$ cat config.mk
export PLATFORM = sky130hd
export DESIGN_NAME = mem_data_access_ctrl
export DESIGN_NICKNAME = d
export VERILOG_FILES = /design/src/rtl/mem_data_access_ctrl.sv
export SDC_FILE = /design/constraint.sdc
export NUM_CORES = 1
export LEC_CHECK = 0
export ABC_CLOCK_PERIOD_IN_PS = 2900
export CAP_MARGIN = 5
export CORE_ASPECT_RATIO = 0.8
export CORE_MARGIN = 4
export CORE_UTILIZATION = 41
export DETAILED_ROUTE_END_ITERATION = 7
export PLACE_DENSITY = 0.82
export SLEW_MARGIN = 20
export SYNTH_ARGS = -nofsm -noshare
export SYNTH_HDL_FRONTEND = slang
export SYNTH_SLANG_ARGS = --single-unit
$ cat constraint.sdc
create_clock -name clk -period 2.9 [get_ports clk]
set_clock_uncertainty 0.15 [all_clocks]
set_input_delay 0.725 -clock clk [delete_from_list [all_inputs] [get_ports clk]]
set_output_delay 0.725 -clock clk [all_outputs]
set_load 0.05 [all_outputs]
$ cat src/rtl/mem_data_access_ctrl.sv
// ---------------------------------------------------------------------------
// mem_data_access_ctrl
//
// Data-side bus initiator for the MEM stage. Converts the MEM stage's
// load/store request into a single SRAM-like request/response transaction,
// stalls the pipeline while that transaction is outstanding, and holds the
// last returned load word for the MEM/WB register.
//
// Ports:
//   clk, rst            - clock (rising edge) and asynchronous active-low reset
//   stall_other         - MEM stage held by some other source
//   flush               - cancel the access of the current MEM instruction
//   mem_read_flag_in    - MEM instruction is a load (wins over store)
//   mem_write_flag_in   - MEM instruction is a store
//   mem_sel_in          - byte lane select
//   mem_addr_in         - effective address
//   mem_write_data_in   - lane-aligned store data
//   bus_req/wr/size/addr/wdata - registered request side of the data bus
//   bus_addr_ok         - request accepted
//   bus_data_ok         - response valid, load data on bus_rdata
//   bus_rdata           - load data from the bus
//   stall_request       - hold MEM and earlier stages
//   ram_read_data_out   - last captured load word
// ---------------------------------------------------------------------------
module mem_data_access_ctrl #(
    parameter int ADDR_WIDTH = 32,
    parameter int DATA_WIDTH = 32
) (
    input  logic                  clk,
    input  logic                  rst,
    input  logic                  stall_other,
    input  logic                  flush,
    input  logic                  mem_read_flag_in,
    input  logic                  mem_write_flag_in,
    input  logic [3:0]            mem_sel_in,
    input  logic [ADDR_WIDTH-1:0] mem_addr_in,
    input  logic [DATA_WIDTH-1:0] mem_write_data_in,
    output logic                  bus_req,
    output logic                  bus_wr,
    output logic [1:0]            bus_size,
    output logic [ADDR_WIDTH-1:0] bus_addr,
    output logic [DATA_WIDTH-1:0] bus_wdata,
    input  logic                  bus_addr_ok,
    input  logic                  bus_data_ok,
    input  logic [DATA_WIDTH-1:0] bus_rdata,
    output logic                  stall_request,
    output logic [DATA_WIDTH-1:0] ram_read_data_out
);

    typedef enum logic [1:0] {
        IDLE = 2'd0,
        REQ  = 2'd1,
        WAIT = 2'd2,
        DONE = 2'd3
    } state_t;

    state_t                  state_q;
    logic                    busReq_q;
    logic                    busWr_q;
    logic [1:0]              busSize_q;
    logic [ADDR_WIDTH-1:0]   busAddr_q;
    logic [DATA_WIDTH-1:0]   busWdata_q;
    logic [DATA_WIDTH-1:0]   readData_q;
    logic                    discard_q;

    logic                    accessPresent;
    logic [1:0]              reqSize_d;
    logic [1:0]              reqOffset_d;
    logic [ADDR_WIDTH-1:0]   reqAddr_d;
    logic                    respDiscard;
    logic                    unusedAddrLow;

    assign accessPresent = mem_read_flag_in | mem_write_flag_in;

    // A flush arriving in the same cycle as the response still discards it.
    assign respDiscard   = discard_q | flush;

    // The low address bits are rebuilt from the byte select instead.
    assign unusedAddrLow = ^mem_addr_in[1:0];

    // Access size from the byte select; unusual patterns fall back to a word.
    always_comb begin
        reqSize_d = 2'd2;
        case (mem_sel_in)
            4'b1111:                            reqSize_d = 2'd2;
            4'b0011, 4'b1100:                   reqSize_d = 2'd1;
            4'b0001, 4'b0010, 4'b0100, 4'b1000: reqSize_d = 2'd0;
            default:                            reqSize_d = 2'd2;
        endcase
    end

    // Byte offset is the position of the lowest enabled lane.
    always_comb begin
        reqOffset_d = 2'd0;
        if (mem_sel_in[0]) begin
            reqOffset_d = 2'd0;
        end else if (mem_sel_in[1]) begin
            reqOffset_d = 2'd1;
        end else if (mem_sel_in[2]) begin
            reqOffset_d = 2'd2;
        end else if (mem_sel_in[3]) begin
            reqOffset_d = 2'd3;
        end
    end

    assign reqAddr_d = {mem_addr_in[ADDR_WIDTH-1:2], reqOffset_d};

    // Transaction FSM. All bus outputs are registered so bus_req never
    // depends combinationally on bus_addr_ok; at most one request is in flight.
    always_ff @(posedge clk or negedge rst) begin
        if (!rst) begin
            state_q    <= IDLE;
            busReq_q   <= 1'b0;
            busWr_q    <= 1'b0;
            busSize_q  <= 2'd0;
            busAddr_q  <= '0;
            busWdata_q <= '0;
            readData_q <= '0;
            discard_q  <= 1'b0;
        end else begin
            case (state_q)
                IDLE: begin
                    if (accessPresent && !flush) begin
                        busReq_q   <= 1'b1;
                        busWr_q    <= mem_write_flag_in & ~mem_read_flag_in;
                        busSize_q  <= reqSize_d;
                        busAddr_q  <= reqAddr_d;
                        busWdata_q <= mem_write_data_in;
                        state_q    <= REQ;
                    end
                end
                REQ: begin
                    if (bus_addr_ok) begin
                        busReq_q <= 1'b0;
                        if (bus_data_ok) begin
                            // Zero-latency response: resolve it as WAIT would.
                            if (respDiscard) begin
                                discard_q <= 1'b0;
                                state_q   <= IDLE;
                            end else begin
                                if (!busWr_q) begin
                                    readData_q <= bus_rdata;
                                end
                                state_q <= DONE;
                            end
                        end else begin
                            discard_q <= flush;
                            state_q   <= WAIT;
                        end
                    end else if (flush) begin
                        // Never accepted, so the request can simply be withdrawn.
                        busReq_q <= 1'b0;
                        state_q  <= IDLE;
                    end
                end
                WAIT: begin
                    if (bus_data_ok) begin
                        if (respDiscard) begin
                            discard_q <= 1'b0;
                            state_q   <= IDLE;
                        end else begin
                            if (!busWr_q) begin
                                readData_q <= bus_rdata;
                            end
                            state_q <= DONE;
                        end
                    end else if (flush) begin
                        discard_q <= 1'b1;
                    end
                end
                DONE: begin
                    // Stay here while the same instruction is held so it is not reissued.
                    if (flush || !stall_other) begin
                        state_q <= IDLE;
                    end
                end
                default: begin
                    state_q <= IDLE;
                end
            endcase
        end
    end

    assign stall_request = ((state_q == IDLE) && accessPresent && !flush)
                         || (state_q == REQ)
                         || (state_q == WAIT);

    assign bus_req           = busReq_q;
    assign bus_wr            = busWr_q;
    assign bus_size          = busSize_q;
    assign bus_addr          = busAddr_q;
    assign bus_wdata         = busWdata_q;
    assign ram_read_data_out = readData_q;

endmodule

==> out/qor.txt <==
CRITICAL PATH
-------------------------------------------------------------------------------------------------
Crit Path Class                                                                      primary input to output port
Number of buffers and inverters on the critical path                                            2
Required arrival time at the worst endpoint                                               2.03 ns
Cell count along the critical path                                                              5
Nature of the critical path endpoint                                                  output port
Startpoint class of the critical path                                                primary input
Critical path arrival                                                                     1.90 ns
Family with the most delay on the worst path                                         buffers and inverters
Cell Chain, Critical Path                                                            clkdlybuf4s50_1, nor3_2, o21ai_4, o21ai_0, buf_12
Max FO, Critical Path                                                                           2
Max stage delay cell, worst path                                                     clkdlybuf4s50_1
Worst reg2reg path depth                                                                        6
Critical path's largest stage delay                                                       0.44 ns

GRT
-------------------------------------------------------------------------------------------------
Maximum number of pins on one net before global-route repair                                   49
Number of antenna violations at the first check in global routing                               0
Met3 track utilization from global routing                                                  8.27%
Met1 track demand over resource in global routing                                           23.8%
Global router's overall resource usage                                                      20.1%
Overall overflow remaining after global route                                                   0
Layer with the highest usage after global routing                                            met2
Via count of the first global-routing pass                                                   3658
GRT met2 Usage                                                                              34.0%
Wire length of the first global-routing pass                                             18800 µm

SYNTH
-------------------------------------------------------------------------------------------------
Post-Synthesis Net Count                                                                      494
Synthesized-area fraction occupied by ao, oa, aoi and oai cells                             3.39%
Xor/xnor share of the synthesized area                                                     0.214%
Synth area leaders                                                                   dfrtp_1, nand2_1, mux2_4
Cell taking the most area after synthesis                                                 dfrtp_1
Synth warn                                                                                      0
Post-synthesis sequential area ratio                                                        62.8%
Commonest register cell after synthesis                                                   dfrtp_1
Number of instances in the synthesized netlist                                                386
Async S/R FF share, synth                                                                    100%
Avg Synthesized Cell Area                                                                10.6 µm²
Adder-cell area share of the yosys netlist                                                     0%
Basic-gate share of the synthesized area counting and, or, nand and nor cells               20.1%
Dominant combinational cell family by area after synthesis                           simple AND/OR/NAND/NOR gates
Most frequent cell after synthesis                                                        nand2_1
Number of distinct library cell variants in the gate-level netlist after synthesis             31
Register bit total from synthesis                                                             103
Number of enable-type register cells in the synthesized netlist                                 0
Post-synth top area share                                                                   62.8%
Netlist Area Pre-Place                                                                0.00410 mm²
Share of synthesized area spent on multiplexers                                             10.6%
Top cells by count, synth                                                            nand2_1, dfrtp_1, mux2_4

CLOCK TREE
-------------------------------------------------------------------------------------------------
CTS-repair resized insts                                                                        0
Insertion delay of the later-clocked pin in the worst-skew pair                           0.33 ns
TritonCTS Buffers                                                                               9
Clock tree from TritonCTS                                                                     yes
Count of hold-fix buffers inserted at cts                                                       0
Clock-pin slew on the worst setup and hold paths                                          0.07 ns
CTS root buffer                                                                         clkbuf_16
Max H-tree Level                                                                                3
Clock tree sinks                                                                              103
Number of buffers between clock root and the deepest sink                                       2
Post-CTS setup repair buffer count                                                              0

STA
-------------------------------------------------------------------------------------------------
Achievable clock frequency                                                              0.361 GHz
Tcrit/Tclk final                                                                            95.5%
Worst slew pin tran                                                                      0.550 ns
Total Neg Setup Slack                                                                        0 ns
Total setup violations reported at the end of the flow                                          0
Minimum clock period                                                                      2.77 ns
Setup repair after global routing missed its margin                                         false
Final Hold Violating Endpoints                                                                  0
Number of pins with negative max-slew slack in the final report                                 0
Worst slew margin                                                                           63.2%

FLOW RUN
-------------------------------------------------------------------------------------------------
Number of max-cap violations                                                                    0

PLACEMENT
-------------------------------------------------------------------------------------------------
DP Wirelength                                                                             8610 µm
Gp weighted congestion                                                                      0.728
# port buffers                                                                                206

ROUTING
-------------------------------------------------------------------------------------------------
DRC Markers                                                                                     0
Wirelength, routed                                                                       11300 µm
First-pass iteration count of the detailed router                                               4
Antenna Nets Post-Route                                                                         0
Via/cell ratio                                                                               4.67
Initial detailed-routing violation count                                                       87
Routed via count                                                                             3429
Routed length per placed instance                                                         15.4 µm

DIE
-------------------------------------------------------------------------------------------------
Die area                                                                               0.0117 mm²
Total core area                                                                       0.00969 mm²
Initial core utilization                                                                    42.3%
# rows                                                                                         32
Horizontal die dimension                                                                   120 µm
I/O pin cnt                                                                                   209
Die extent in y                                                                           97.5 µm

LAYOUT
-------------------------------------------------------------------------------------------------
Final Util                                                                                  68.8%
Fraction of final layout cells sized beyond drive strength 1                                9.03%
Area growth from synthesis to layout                                                        62.4%
N_diodes                                                                                        0
Number of nets at the end of the flow                                                         702

POWER AND IR DROP
-------------------------------------------------------------------------------------------------
Pwr Density                                                                           1340 mW/mm²
Standby leakage power                                                                     3.18 nW
Maximum vdd ir drop                                                                      0.731 mV

RUN STATUS
-------------------------------------------------------------------------------------------------
Run status                                                                           finished clean

MIN PATH
-------------------------------------------------------------------------------------------------
Hold/Removal Path Class                                                              primary input to async pin

## flip-flops by register name (all words and copies together) (netlist names)
signal	cells
state_q	2
bus_wr	1
ram_read_data_out	32
bus_req	1
bus_size	2
discard_q	1
bus_wdata	32
bus_addr	32
## kinds of logic after synthesis
| kind of cell | after synthesis |
|---|---|
| flops | 103 |
| compound gates | 22 |
| xor+xnor | 1 |
| buf+inv | 22 |
| mux | 32 |
| simple gates | 206 |
## layout by cell type (no fill, tap or decap), types with 4 or more instances in the layout
cell type	n
buf_12	4
nand2_1	190
a21oi_1	4
inv_1	4
dfrtp_1	103
mux2_1	10
clkdlybuf4s50_1	204
nor2_1	7
buf_4	7
mux2_4	20
clkbuf_16	9
o21ai_0	6
## where the power goes
group | total, mW | switching [mW] | internal [mW]
sequential | 2.51 | 0.390 | 2.12
clock | 1.19 | 0.501 | 0.688
combinational | 5.19 | 3.38 | 1.81
## layout make-up
| type | instances | area (µm²) |
|---|---|---|
| Clock buffer | 10 | 239 |
| Sequential cell | 103 | 2580 |
| Tap cell | 136 | 170 |
| Clock inverter | 5 | 58.8 |
| Multi-Input combinational cell | 261 | 1430 |
| Inverter | 4 | 15.0 |
| Fill cell | 720 | 3030 |
| Timing Repair Buffer | 215 | 2170 |
## metal layers
metal | share of wire, % | vias up | wire, µm
met4 | 1.5 | 0 | 164
met3 | 10 | 17 | 1130
li1 | - | 1643 | -
met5 | 0 | - | 0
met2 | 49 | 161 | 5490
met1 | 40 | 1608 | 4500
## worst reg2reg max path: stages, from the launching register on
cell and delay [ns]:
dfrtp_1 0.52, nor3_2 0.12, o21ai_4 0.07, buf_4 0.39, buf_4 0.40, nand2_1 0.12, nand2_1 0.07
## final timing paths
check | startpoint | to | slack (ns)
setup / recovery | flush | stall_request | 0.13
hold / removal | rst | bus_wdata[13] | 0.22
setup reg to reg | state_q[0] | bus_wdata[24] | 1.01
hold reg to reg | bus_wdata[7] | bus_wdata[7] | 0.32
max in group asynchronous | rst | bus_addr[9] | 1.70
min in group clk | bus_wdata[7] | bus_wdata[7] | 0.32
## stage by stage
step	setup slack, ns	cells	hold WS (ns)	cell area, µm²	total power, mW
finish	0.130	734	0.220	6660	8.89
detailed placement	0.123	719	0.312	6360	7.77
global route	0.0774	734	0.262	6660	9.36
CTS	0.122	734	0.234	6660	9.00
global placement	0.165	719	0.307	6360	7.64
floorplan	0.0387	386	0.279	4100	5.85
(Power assumes the default switching activity.)
